===== config.mk =====
export PLATFORM = sky130hd
export DESIGN_NAME = rv32_mod_decode_stage_ctrl
export DESIGN_NICKNAME = d
export VERILOG_FILES = /design/src/rtl/rv32_mod_decode_stage_ctrl.sv
export SDC_FILE = /design/constraint.sdc
export NUM_CORES = 1
export LEC_CHECK = 0
export CORE_ASPECT_RATIO = 0.9
export CORE_MARGIN = 2
export CORE_UTILIZATION = 29
export CTS_BUF_LIST = sky130_fd_sc_hd__clkbuf_8
export DETAILED_ROUTE_END_ITERATION = 10
export PLACE_DENSITY = 0.55
export SETUP_SLACK_MARGIN = 0.02
export SYNTH_ARGS = -nofsm -noshare
export SYNTH_HDL_FRONTEND = slang
export SYNTH_SLANG_ARGS = --single-unit

===== constraint.sdc =====
create_clock -name clk -period 3.3 [get_ports clk]
set_input_delay 0.33 -clock clk [delete_from_list [all_inputs] [get_ports clk]]
set_output_delay 0.33 -clock clk [all_outputs]
set_load 0.02 [all_outputs]

===== src/rtl/rv32_mod_decode_stage_ctrl.sv =====
// ---------------------------------------------------------------------------
// rv32_mod_instruction_decoder_imm
//   Immediate extraction for the decode stage. Purely combinational.
//   instruction_i : instruction bits [31:7] (opcode bits are not needed here)
//   format_i      : {i, s, s_subtype_b, u, u_subtype_j}; R-type carries no
//                   immediate, so its flag is not an input
//   immediate_o   : sign/zero-arranged 32-bit immediate, 0 when no format
// ---------------------------------------------------------------------------
module rv32_mod_instruction_decoder_imm (
    input  logic [31:7] instruction_i,
    input  logic [4:0]  format_i,
    output logic [31:0] immediate_o
);

    logic fmt_i, fmt_s, fmt_b, fmt_u, fmt_j;
    logic sgn;

    assign {fmt_i, fmt_s, fmt_b, fmt_u, fmt_j} = format_i;
    assign sgn = instruction_i[31];

    // B is flagged as S plus subtype, J as U plus subtype, so the subtype
    // flags must be tested before their parent format.
    always_comb begin
        immediate_o = '0;
        if (fmt_b) begin
            immediate_o = {{20{sgn}}, instruction_i[7], instruction_i[30:25],
                           instruction_i[11:8], 1'b0};
        end else if (fmt_s) begin
            immediate_o = {{21{sgn}}, instruction_i[30:25], instruction_i[11:7]};
        end else if (fmt_j) begin
            immediate_o = {{12{sgn}}, instruction_i[19:12], instruction_i[20],
                           instruction_i[30:21], 1'b0};
        end else if (fmt_u) begin
            immediate_o = {instruction_i[31:12], 12'h000};
        end else if (fmt_i) begin
            immediate_o = {{21{sgn}}, instruction_i[30:20]};
        end
    end

endmodule

// ---------------------------------------------------------------------------
// rv32_mod_decode_stage_ctrl
//   Decode-stage sequencer between fetch/expander and execute. Classifies the
//   incoming opcode into a format vector, buffers up to two instructions
//   (main + skid) so in_ready never depends combinationally on out_ready,
//   and drives the immediate decoder from the registered main entry.
//
//   clk, rst           : rising-edge clock, synchronous active-high reset
//   flush_i            : drop everything buffered (redirect)
//   in_valid_i/ready_o : upstream handshake; in_ready_o = !skid_valid
//   in_instruction_i   : 32-bit uncompressed instruction
//   in_pc_i            : its PC
//   out_valid_o/ready_i: downstream handshake; out_valid_o = main_valid
//   out_instruction_o  : registered instruction
//   out_pc_o           : registered PC
//   out_format_o       : {r, i, s, s_subtype_b, u, u_subtype_j}
//   out_illegal_o      : unsupported opcode (includes bits[1:0] != 2'b11)
//   out_immediate_o    : immediate of the registered instruction
// ---------------------------------------------------------------------------
module rv32_mod_decode_stage_ctrl (
    input  logic        clk,
    input  logic        rst,
    input  logic        flush_i,
    input  logic        in_valid_i,
    output logic        in_ready_o,
    input  logic [31:0] in_instruction_i,
    input  logic [31:0] in_pc_i,
    output logic        out_valid_o,
    input  logic        out_ready_i,
    output logic [31:0] out_instruction_o,
    output logic [31:0] out_pc_o,
    output logic [5:0]  out_format_o,
    output logic        out_illegal_o,
    output logic [31:0] out_immediate_o
);

    typedef struct packed {
        logic [31:0] instr;
        logic [31:0] pc;
        logic [5:0]  fmt;
        logic        illegal;
    } entry_t;

    // Encoding is {skid_valid, main_valid}; skid is only ever filled while
    // main is occupied, so 2'b10 cannot occur.
    typedef enum logic [1:0] {
        ST_EMPTY = 2'b00,
        ST_ONE   = 2'b01,
        ST_TWO   = 2'b11
    } state_t;

    localparam logic [5:0] FMT_R    = 6'b100000;
    localparam logic [5:0] FMT_I    = 6'b010000;
    localparam logic [5:0] FMT_S    = 6'b001000;
    localparam logic [5:0] FMT_B    = 6'b001100;
    localparam logic [5:0] FMT_U    = 6'b000010;
    localparam logic [5:0] FMT_J    = 6'b000011;
    localparam logic [5:0] FMT_NONE = 6'b000000;

    state_t state_q, state_d;
    entry_t main_q, main_d;
    entry_t skid_q, skid_d;
    entry_t in_entry;
    logic   in_fire, out_fire;

    // ---------------------------------------------------------------------
    // Opcode classification. Every supported opcode ends in 2'b11, so a
    // compressed-looking word falls into the default arm automatically.
    // ---------------------------------------------------------------------
    always_comb begin
        in_entry.instr = in_instruction_i;
        in_entry.pc    = in_pc_i;
        unique case (in_instruction_i[6:0])
            7'b0110011:                            in_entry.fmt = FMT_R;
            7'b0000011, 7'b0010011, 7'b1100111,
            7'b0001111, 7'b1110011:                in_entry.fmt = FMT_I;
            7'b0100011:                            in_entry.fmt = FMT_S;
            7'b1100011:                            in_entry.fmt = FMT_B;
            7'b0110111, 7'b0010111:                in_entry.fmt = FMT_U;
            7'b1101111:                            in_entry.fmt = FMT_J;
            default:                               in_entry.fmt = FMT_NONE;
        endcase
        // Every legal format has at least one flag set.
        in_entry.illegal = (in_entry.fmt == FMT_NONE);
    end

    // Handshake: both readies derive from registered state only.
    assign in_ready_o  = (state_q != ST_TWO);
    assign out_valid_o = (state_q != ST_EMPTY);
    assign in_fire     = in_valid_i && in_ready_o;
    assign out_fire    = out_valid_o && out_ready_i;

    // ---------------------------------------------------------------------
    // Next-state / data movement. Main data is only rewritten on a load, so
    // outputs stay stable under back-pressure.
    // ---------------------------------------------------------------------
    always_comb begin
        state_d = state_q;
        main_d  = main_q;
        skid_d  = skid_q;
        if (flush_i) begin
            // Anything offered this cycle is dropped; an out_fire this cycle
            // has already been taken by execute, nothing to undo.
            state_d = ST_EMPTY;
        end else begin
            unique case (state_q)
                ST_EMPTY: begin
                    if (in_fire) begin
                        main_d  = in_entry;
                        state_d = ST_ONE;
                    end
                end
                ST_ONE: begin
                    if (in_fire && out_fire) begin
                        main_d = in_entry;
                    end else if (in_fire) begin
                        skid_d  = in_entry;
                        state_d = ST_TWO;
                    end else if (out_fire) begin
                        state_d = ST_EMPTY;
                    end
                end
                ST_TWO: begin
                    // in_ready is low here, so no input can overtake skid.
                    if (out_fire) begin
                        main_d  = skid_q;
                        state_d = ST_ONE;
                    end
                end
                default: state_d = ST_EMPTY;
            endcase
        end
    end

    always_ff @(posedge clk) begin
        if (rst) begin
            state_q <= ST_EMPTY;
            main_q  <= '0;
            skid_q  <= '0;
        end else begin
            state_q <= state_d;
            main_q  <= main_d;
            skid_q  <= skid_d;
        end
    end

    assign out_instruction_o = main_q.instr;
    assign out_pc_o          = main_q.pc;
    assign out_format_o      = main_q.fmt;
    assign out_illegal_o     = main_q.illegal;

    rv32_mod_instruction_decoder_imm u_imm (
        .instruction_i (main_q.instr[31:7]),
        .format_i      (main_q.fmt[4:0]),
        .immediate_o   (out_immediate_o)
    );

endmodule


======== Yosys cells after proc, flatten, opt, wreduce, memory -nomap -nowiden ========
Cells that the tools add are included.
Widths: inputs -> output; s select.
operators by class
  equal/unequal tests ..................... 19
  muxes and demuxes ....................... 16
  bitwise logic cells ..................... 2
  reductions and logical operators ........ 13
operators with widths
  operator            count
  $mux 71             3
  $pmux 71 s3         1
  $mux 32             5
  $pmux 6 s6          1
  $eq 7x7->1 const B  4
  $eq 7x6->1 const B  3
  $eq 7x5->1 const B  2
  $mux 2              5
  $ne 2x2->1 const B  5
  $reduce_and 4->1    2
  $eq 7x2->1 const B  1
  $eq 7x4->1 const B  1
  $logic_not 6->1     1
  $pmux 2 s3          1
  $reduce_and 5->1    1
  $reduce_or 5->1     1
  $reduce_or 2->1     2
  $logic_and 1x1->1   3
  $ne 3x3->1 const B  1
  $reduce_bool 3->1   1
  $eq 2x1->1 const B  1
  $eq 2x2->1 const B  1
  $logic_not 2->1     1
  $not 1->1           2
  $reduce_bool 2->1   1
storage, ports and cells
  register bits ........................... 144
  bits of input ports ..................... 69
  output and inout bits ................... 105
  word-level logic and storage cells ...... 59

======== Longest topological paths before layout ========
Gate-level depths: netlist of the first run.
  depth after elaboration ................. 6
  gate-level depth with buffers ........... 9
  mapped depth without buffers ............ 6

======== By module ========
A second synthesis of the first run with hierarchy kept.
unflattened totals
  cells, all modules ...................... 794
  area, all modules ....................... 6,961.7 µm²
by module, submodules not included
  module                            times used  cells each  area an instance (µm²)  seq. area each (µm²)
  rv32_mod_decode_stage_ctrl        1           722         6,528.8                 2,882.8
  rv32_mod_instruction_decoder_imm  1           72          432.9                   0.0

======== Least setup slack after synthesis of the first run ========
No wires, ideal clock.
  path type ............................... register to output
  start point ............................. register main_q (netlist bit out_format_o[2])
  end point ............................... output out_immediate_o[21]
  arrival ................................. 1.625 ns
  required time ........................... 2.970 ns
  setup slack ............................. 1.345 ns
  stages on the path, launching flop included .. 7
  buffers on the path ..................... 2
  cell sequence ........................... dfxtp_1 > or2_1 > buf_2 > a211oi_2 > nand2b_1 > buf_2 > nand2_1
between the ends
  longest elaborated chain between the ends .. 1
ends and longest elaborated chain
  element                 line  text
  from (decl)             102   entry_t main_q, main_d;
  from (signal assigned)  183   main_q <= main_d;
  $mux 32                 25    if (fmt_b) begin
  to (decl)               75    output logic [31:0] out_immediate_o
Every way passes these cells.

======== Worst setup path after layout of the first run ========
  start point ............................. register main_q (netlist bit out_format_o[2])
  end point ............................... output out_immediate_o[30]
Same word-level chain as after synthesis.

==> summary.md, run 1 <==
| Metric | Value |
|---|---|
| Outcome | finished, final reports clean |
| Cells after Synth | about 780 |
| Layout area overhead | 34.1% |
| Worst Path Arrival | 2.66 ns |
| Fmax achieved | about 330 MHz |
| Setup bufs post-CTS | 0 |
| # Max-Cap Violations | 0 |
| Final Skew | 0.0128 ns |
| Half-perimeter wire length after placement | approximately 14,000 µm |
| Layout cell share with drive strength beyond 1 | 7.81% |
| Count of pins over their slew limit | 0 |
| CTS H-tree depth | 4 |
| Overflow after GRT | 0 |
| Row count | between 50 and 60 |
| CTS buffer count | 17 |
| Hold EP | skid_q[3] |
| Vias per std cell | between 5 and 6 |
| Worst Slack Setup Final | 0.306 ns |
| Initial DRC count | ~330 |
| Max Fanout on Critical Path | 11 |
| Global-route wire length before repair | approximately 34,000 µm |
| Worst r2r path cells | 8 |
| Die H | 150 µm |
| Worst-Skew Late Latency | 0.45 ns |
| Total Nets Final | 995 |
| Pre-antenna DRT Iters | 5 |
| Async SR Flop Fraction | 0% |
| Routed Antenna Nets | 0 |
| Vias | 6,246 |
| Largest net degree at the start of global routing | 79 |
| I/O pin cnt | 174 |
| Clock period minus worst slack | 2.99 ns |
| Final period utilization | between 90% and 100% |
| CTS Root Buffer Type | clkbuf_8 |
| Reg2reg start | state_q[1] |
| WL per Instance | 17.3 µm |
| Most common cell after layout, fill and taps aside | nand2_1 |
| Crit Path Class | register to output port |
| Startpoint types | register |
| Final count of hold timing violations | 0 |
| Starting Density | 29.6% |
| Clk pin slew, worst setup/hold paths | roughly 0.080 ns |
| Mapped Area | slightly below 7000 µm² |
| Die area | 25,100 µm² |
| Power density over the cells | about 450 nW/µm² |
| Crit. End Element | output port |
| Worst VDD drop | 0.000217 V |
| Sinks on Clock Net | 144 |
| Slew HR | a little under two fifths |
| Hold Buf Count CTS | 0 |
| # fillers | approximately 2,400 |
| Setup violations, final | 0 |
| TritonCTS clock tree | yes |
| Crit path required time | 2.97 ns |
| Hold Crit Start | skid_q[3] |
| Hold path depth | 2 |
| Synth Area per Inst | 8.81 µm² |
| Chip width | between 150 and 200 µm |
| PortBufs | around 170 |
| Most frequent cells in the layout | 175 x nand2_1, 172 x clkdlybuf4s50_1, 144 x dfxtp_1, 78 x a21oi_1, 69 x mux2i_1 |
| #FFs+latches synth | 144 |
| Antenna Cells | 0 |
| Total wire length | roughly 21,000 µm |
| RR Endpoint | out_pc_o[29] |
| Sequential cell area fraction in the yosys report | 41.7% |
| Setup TNS | 0 ns |
| Initial antenna violation count | 0 |
| GRT Total Usage | 17.1% |
| # DRC | 0 |
| Place WS | 0.641 ns |
| Distinct cells, synth | 53 |
| Mapped Nets | ~860 |
| Slew @ Worst Pin | 0.934 ns |
| Vias in the first global route | 6,166 |
| Setup slack, reg-to-reg | 0.79 ns |
| Routability cong. | roughly 0.75 |
| Syn. warnings | 0 |
| Synth Flop Type | dfxtp_1 |
| Core box area | about 23,000 µm² |
| Worst min-delay path class | register to register |
| RSZ-0062 raised after global routing | false |
| Leak | 3.71 nW |
| EDFF count, synth | 0 |
| CTS max path bufs | 2 |
## state kept, by name, summed over array words and instances, names as in the netlist
register	count
out_illegal_o	1
out_instruction_o	32
out_pc_o	32
state_q	2
skid_q	71
out_format_o	6
## Yosys cell counts (all sizes together), types with 2 or more instances
master / count / share of area (%)
nand2: 175 / 9.5
dfxtp: 144 / 42
a21oi: 79 / 5.8
mux2i: 69 / 10
o211ai: 65 / 7.1
o211a: 64 / 9.3
clkbuf: 41 / 2.2
buf: 35 / 3.2
nor2: 10 / 0.54
nor2b: 10 / 0.91
o21ai: 10 / 0.72
inv: 9 / 0.49
a21o: 8 / 0.87
nand3: 7 / 0.51
a211oi: 6 / 0.72
nand2b: 5 / 0.45
ha: 4 / 0.72
nor3: 4 / 0.29
o31ai: 4 / 0.43
or3: 4 / 0.36
mux2: 3 / 0.49
o31a: 3 / 0.38
and2: 2 / 0.18
nand3b: 2 / 0.40
o21ba: 2 / 0.29
or2: 2 / 0.18
## worst max-delay path by stage
stage | to | from | cells after the start | slack, ns
2_1_floorplan | out_immediate_o[21] | out_format_o[2] | 6 | 1.34
5_1_grt | out_immediate_o[22] | out_format_o[2] | 5 | 0.05
4_1_cts | out_immediate_o[21] | out_format_o[2] | 5 | 0.13
6_report | out_immediate_o[30] | out_format_o[2] | 5 | 0.31
3_3_place_gp | out_immediate_o[21] | out_format_o[2] | 5 | 0.66
3_5_place_dp | out_immediate_o[21] | out_format_o[2] | 5 | 0.64
## kinds of logic (layout without fill, tap and decap cells)
kind of cell / Yosys count / after routing / share of synthesized area, %
AO/OA/AOI/OAI: 251 / 251 / 26.9
adder cells (fa/ha/maj): 4 / 4 / 0.725
buffers and inverters: 85 / 236 / 5.94
flip-flops: 144 / 144 / 41.7
multiplexers: 72 / 72 / 10.5
AND/OR/NAND/NOR: 228 / 228 / 14.2
## layout make-up
cell class / count / area, µm² / area share (%)
tap: 302 / 378 / 4.08
clock buffer: 20 / 275 / 2.97
timing repair buffer: 195 / 1890 / 20.5
multi-input combinational: 555 / 3670 / 39.6
inverter: 9 / 33.8 / 0.365
sequential: 144 / 2880 / 31.1
clock inverter: 12 / 130 / 1.40
## layer usage
metal / global-route usage, % / share of wire (%) / up-vias
met2: 27.7 / 45 / 152
met1: 22.8 / 49 / 2995
li1: - / - / 3088
met4: 4.18 / 0.76 / 0
met5: 0 / 0 / -
met3: 4.63 / 5.5 / 11
## through the flow
stage / std cells / hold WS (ns) / instance area, µm² / util [%] / power (mW)
after floorplan: 784 / 0.427 / 6910 / - / 2.35
after global placement: 1205 / 0.436 / 8850 / 37.9 / 2.75
after detailed placement: 1205 / 0.441 / 8850 / 37.9 / 2.75
after CTS: 1237 / 0.412 / 9260 / 39.7 / 4.22
after global routing: 1237 / 0.440 / 9260 / 39.7 / 4.36
final: 1237 / 0.450 / 9260 / 39.7 / 4.17
## power breakdown
part | internal (mW) | total (mW) | switching (mW)
combinational | 0.377 | 0.807 | 0.429
sequential | 1.83 | 1.89 | 0.0690
clock | 0.734 | 1.47 | 0.731
total | 2.94 | 4.17 | 1.23
## critical path: stages (launching register included)
cell	delay, ns
dfxtp_1	0.37
or2_1	0.36
a211oi_2	0.50
nand2b_2	0.36
nand2_1	0.08
clkdlybuf4s50_1	0.54
## what timing repair did
action	in CTS	in global routing
resized for setup	0	1
hold endpoints to repair	0	0
endpoints found under the setup margin	0	11
Power figures use the tool's default switching activity.
==> run 2, diff against run 1 <==
ABC_AREA = 1   (was default)
CAP_MARGIN = 20   (was default)
PLACE_DENSITY = default   (was 0.55)
==> summary.md, run 2 <==
| Metric | Value |
|---|---|
| CTS H-tree depth | 4 |
| Crit Path Class | register to output port |
| Syn. warnings | 0 |
| Distinct cells, synth | 28 |
| Chip width | ~160 µm |
| RSZ-0062 raised after global routing | false |
| Cells after Synth | 940 |
| Slew HR | 51.3% |
| Final count of hold timing violations | 0 |
| Final Skew | 0.0152 ns |
| Die H | 146 µm |
| Worst VDD drop | 0.000228 V |
| Fin util | 40.3% |
| Worst-Skew Late Latency | 0.46 ns |
| Sequential cell area | 2880 µm² |
| CTS max path bufs | 2 |
| Pre-antenna DRT Iters | 6 |
| Worst min-delay path class | input port to register |
| Fin Hold WS | 0.423 ns |
| Max FFs per register | 71 |
| Row count | 51 |
| Largest net degree at the start of global routing | 86 |
| Antenna Cells | 0 |
| Worst r2r path cells | 9 |
| Final period utilization | roughly 85% |
| PortBufs | roughly 170 |
| # DRC | 0 |
| Setup TNS | 0 ns |
| Total wire length | ~18,000 µm |
| Vias per std cell | 4.52 |
| Slew @ Worst Pin | 0.731 ns |
| Power density over the cells | 503 nW/µm² |
| Count of pins over their slew limit | 0 |
| Setup slack, reg-to-reg | around 1 ns |
| Overflow after GRT | 0 |
| Most frequent cells in the layout | 173 x clkdlybuf4s50_1, 162 x nand2_1, 152 x o21ai_0, 144 x dfxtp_1, 138 x inv_1 |
| Hold Buf Count CTS | 0 |
| Largest reg by FF count | skid_q |
| Total Nets Final | ~1,200 |
| Clock period minus worst slack | ~2.8 ns |
| Crit path required time | 2.97 ns |
| Synth Flop Type | dfxtp_1 |
| # fillers | around 2,300 |
| WL per Instance | 13.1 µm |
| Top-count cell post-synth | nand2_1 |
| Layout cell share with drive strength beyond 1 | 4.76% |
| Sequential cell area fraction in the yosys report | between 40 and 50% |
| Starting Density | around 30% |
| Vias in the first global route | 5,778 |
| Startpoint types | register |
| CTS Root Buffer Type | clkbuf_8 |
| EDFF count, synth | 0 |
| Top-area cell type share of the netlist area | around 44% |
| Area leader, netlist | dfxtp_1 |
| Async SR Flop Fraction | 0% |
| Global-route wire length before repair | 29,700 µm |
| Sinks on Clock Net | 144 |
| Outcome | finished, final reports clean |
| Initial DRC count | 372 |
| Setup violations, final | 0 |
| Commonest cells in the netlist | 162 x nand2_1, 152 x o21ai_0, 144 x dfxtp_1 |
| Worst Path Arrival | 2.49 ns |
| Mapped Nets | 1,013 |
| I/O pin cnt | 174 |
| Setup bufs post-CTS | 0 |
| Routability cong. | 0.832 |
| Hold path depth | 3 |
| Dpl cells | around 1,400 |
| Mapped Area | 6490 µm² |
| Max Fanout on Critical Path | 12 |
| TritonCTS clock tree | yes |
| #FFs+latches synth | ~140 |
| Synth area leaders | dfxtp_1 44%, o21ai_0 12%, a21oi_1 9.4% |
| GRT Total Usage | 15.5% |
| # Max-Cap Violations | 0 |
| Leak | 3.66 nW |
| Core box area | 21,800 µm² |
| Clk pin slew, worst setup/hold paths | approximately 0.09 ns |
| Synth Area per Inst | approximately 7 µm² |
| Layout area overhead | 35.6% |
| Multi-input logic area | approximately 2800 µm² |
| Non-Filler Instances | 1,383 |
| Die area | 23,600 µm² |
| Post-CTS sizing | 0 |
| Crit. End Element | output port |
| Half-perimeter wire length after placement | between 10,000 and 15,000 µm |
| Initial antenna violation count | 0 |
| CTS buffer count | 17 |
| Routed Antenna Nets | 0 |
| Fmax achieved | 355 MHz |
| Most common cell after layout, fill and taps aside | clkdlybuf4s50_1 |
| Vias | between 6,000 and 7,000 |
[run 2: cell types whose count changed in the layout (fill, tap and decap cells not counted), sizes merged, moves of 8 or more]
cell / before / now
a21o: 8 / 0
a21oi: 79 / 122
nor2: 10 / 76
o21ai: 10 / 198
o211ai: 65 / 2
inv: 11 / 149
nand2: 175 / 163
mux2i: 69 / 0
buf: 23 / 10
nor2b: 10 / 0
o211a: 64 / 0
[run 2: critical path, stage by stage (launching register included)]
cell	delay, ns
dfxtp_1	0.39
nor2_1	0.06
buf_4	0.17
inv_2	0.16
nor2_1	0.08
inv_2	0.11
nand2_1	0.22
o21ai_0	0.19
clkdlybuf4s50_1	0.65
[run 2: stage by stage]
step                setup WS [ns]  power, mW  cell area [µm²]
floorplan                    1.58       2.56             6490
global placement            0.883       3.07             8410
detailed placement          0.873       3.08             8410
CTS                         0.416       4.49             8800
global route                0.177       4.67             8800
finish                      0.482       4.42             8800
[run 2: kinds of logic after synthesis]
kind of cell | Yosys count | share of synthesized area [%]
AO/OA/AOI/OAI | 332 | 26.2
buffers and inverters | 205 | 13.3
adder cells (fa/ha/maj) | 4 | 0.771
AND/OR/NAND/NOR | 255 | 15.3
flip-flops | 144 | 44.4
[run 2: final timing paths]
path                                       from                    end
worst max register to register       state_q[0]  out_instruction_o[17]
worst min-delay path                in_pc_i[25]             skid_q[32]
worst min register to register      out_pc_o[3]            out_pc_o[3]
worst max-delay path            out_format_o[2]    out_immediate_o[20]
[run 2: area by class of cell]
type                            instances  share of cell area, %
Sequential cell                       144                   32.8
Clock buffer                           19                   2.97
Clock inverter                         13                   1.42
Tap cell                              291                   4.14
Timing Repair Buffer                  183                   21.1
Inverter                              142                   6.13
Multi-Input combinational cell        591                   31.5
[run 2: per-layer routing]
metal	vias to the layer above	track usage [%]	routed length (µm)
li1	3290	-	-
met1	2803	20.4	8610
met2	146	24.6	8130
met3	9	5.41	1180
met4	0	3.27	134
met5	-	0	0
[run 2: report_power, final]
group	internal [mW]	switching [mW]	total [mW]	leakage (nW)
Sequential	1.87	0.0802	1.95	1.18
Combinational	0.469	0.603	1.07	2.28
Clock	0.650	0.745	1.40	0.199
Total	2.99	1.43	4.42	3.66
==> RTL edit: new RTL, settings of run 2 <==
Reset style: asynchronous (`rst`), changed in one clocked block. Comments in the files are not updated.
--- a/src/rtl/rv32_mod_decode_stage_ctrl.sv
+++ b/src/rtl/rv32_mod_decode_stage_ctrl.sv
@@ -175,3 +175,3 @@
 
-    always_ff @(posedge clk) begin
+    always_ff @(posedge clk or posedge rst) begin
         if (rst) begin
Function: changed (a bounded check fails within 4 cycles, from zero or initial values and one cycle with rst high; the reset may be asserted at any time).
==> RTL edit against run 2 <==
  * Clock skew grew 2.4 ps
  * Global-route usage is 0.056 points lower
  * Routed wire length increased by 7.0%
  * Design area rose by 7.1%
  * Worst setup slack lost 92 ps
  * Critical path depth down 3
  * Largest cell class unchanged
  * First-iteration DRC count increased by 5.6%
  * Area after synthesis up 8.2%
  * Critical path type unchanged
  * Register-to-register slack got worse by 100 ps
  * Fmax fell by 3.2%
  * Sequential cell count unchanged
Power is not compared: it rests on default switching activity, and its combinational part moved more than twofold at a synthesized area within 25%.
==> RTL edit: results (changes against run 2) <==
Net Sw Power=0.00361 W; Post-synth top flop=dfrtp_1; TritonRoute pass-1 iters=5 (-1); Clk pin slew, worst setup/hold paths=100 ps; Detailed Place HPWL=12600 um (+0.39%); distinct cell type count after synthesis=27 (-3.6%); Post-Route WL=19300 um (+7.0%); Synth Warn #=0 (unchanged); drt via density=4.53 (+0.17%); clock skew=17.6 ps (+2.37 ps); CTS buffer count=17 (unchanged); first-pass GRT wire length=31100 um (+4.5%); Crit Path Max Fanout=11 (-1); layout cells sized above 1=7.84% (+3.1 points); ys async rst share=100% (+100 points); max reg flops=71 (unchanged); vias in the first global route=5920 (+2.5%); Critical R2R Launch=state_q[1]; Post-Syn Nets=914 (-9.8%); actual slew at the worst max-slew pin=980 ps (+250 ps); gpl congestion=0.804 (-3.3%); antenna violations before repair=2 (+2); clk_lat worst skew=440 ps (-20 ps); Clock Path Buffers=2 (unchanged); NumNets Final=1068 (-7.3%); Hold WC Path Type=primary input to asynchronous set/reset pin; outcome=finished clean; commonest cells in the netlist=nand2_1 (287), dfrtp_1 (144), nor2_1 (119), inv_1 (61), o21ai_1 (45); delay-heaviest family, CP=simple AND/OR/NAND/NOR gates; Max IR drop VDD=0.433 mV; iteration-0 DRC count of the detailed router=393 (+5.6%); Resize count post-CTS=0 (unchanged); Post-CTS Setup Repair Bufs=0 (unchanged); Seq/Total Area, Yosys=51.3% (+6.9 points); fillcell total=2381 (+3.7%); Worst Path Arrival=2580 ps (+90 ps); total track usage=15.4% (-0.056 points); register with the most flip-flops=skid_q; Worst setup startpoint=out_format_o[2]; max incr delay on CP=570 ps (-80 ps); largest net degree at the start of global routing=103 (+20%); largest cells by area after synthesis=dfrtp_1 (51%), nand2_1 (15%), nor2_1 (6.4%), o31ai_4 (6.1%), inv_1 (3.3%)
## RTL edit: per-layer routing
| layer | up-vias | routed length (um) | track usage [%] |
|---|---|---|---|
| li1 | 2998 | - | - |
| met4 | 0 | 256 | 3.78 |
| met1 | 2809 | 9130 | 20.0 |
| met2 | 137 | 8770 | 25.4 |
| met3 | 16 | 1160 | 4.68 |
| met5 | - | 0 | 0 |
## RTL edit: final timing paths
kind                                          to  slack [ps]  depth (start not counted)
hold reg to reg                       skid_q[57]         480                          2
hold / removal             out_instruction_o[28]         260                          2
setup reg to reg                      skid_q[47]         890                          8
min in group clk                      skid_q[11]         450                          3
max in group asynchronous           out_pc_o[22]        2240                          3
setup / recovery             out_immediate_o[26]         390                          5
## RTL edit: power groups by stage
stage,combinational (W),clock [W],sequential [W]
2_1_floorplan,0.00207,0,0.00351
6_report,0.00428,0.00138,0.00310
4_1_cts,0.00434,0.00143,0.00310
3_5_place_dp,0.00433,0,0.00313
5_1_grt,0.00469,0.00151,0.00322
3_3_place_gp,0.00428,0,0.00311
## RTL edit: cell families after synthesis
| family | share of synthesized area (%) |
|---|---|
| AO/OA/AOI/OAI | 18.0 |
| adder cells (fa/ha/maj) | 0.713 |
| buffers and inverters | 6.66 |
| flip-flops | 51.3 |
| AND/OR/NAND/NOR | 23.3 |
## RTL edit: worst register-to-register path, cell delays in order (launching register included)
cell and delay, ps:
dfrtp_1 440, ha_4 470, inv_2 120, nand2_2 120, nor2_1 80, nand2_4 70
buf_4 730, nand2_1 170, o21ai_1 110
## RTL edit: final cells by class
type / count / area, um^2 / area share [%]
repair buffers: 180 / 1830 / 19.5
well taps: 308 / 385 / 4.09
inverters: 65 / 248 / 2.63
flip-flops and latches: 144 / 3600 / 38.2
clock buffers: 17 / 234 / 2.48
diodes: 1 / 2.50 / 0.0266
multi-input cells: 587 / 2970 / 31.5
clock inverters: 15 / 144 / 1.53
## RTL edit: per-stage QoR
| step | hold WS, ps | utilization, % | setup slack (ps) | instance area (um^2) | cells |
|---|---|---|---|---|---|
| 2_1_floorplan | 440 | - | 1160 | 7030 | 841 |
| 3_3_place_gp | 462 | 37.7 | 937 | 9040 | 1284 |
| 3_5_place_dp | 465 | 37.7 | 861 | 9040 | 1284 |
| 4_1_cts | 255 | 39.3 | 362 | 9420 | 1316 |
| 5_1_grt | 273 | 39.3 | 150 | 9420 | 1317 |
| 6_report | 263 | 39.3 | 390 | 9420 | 1317 |
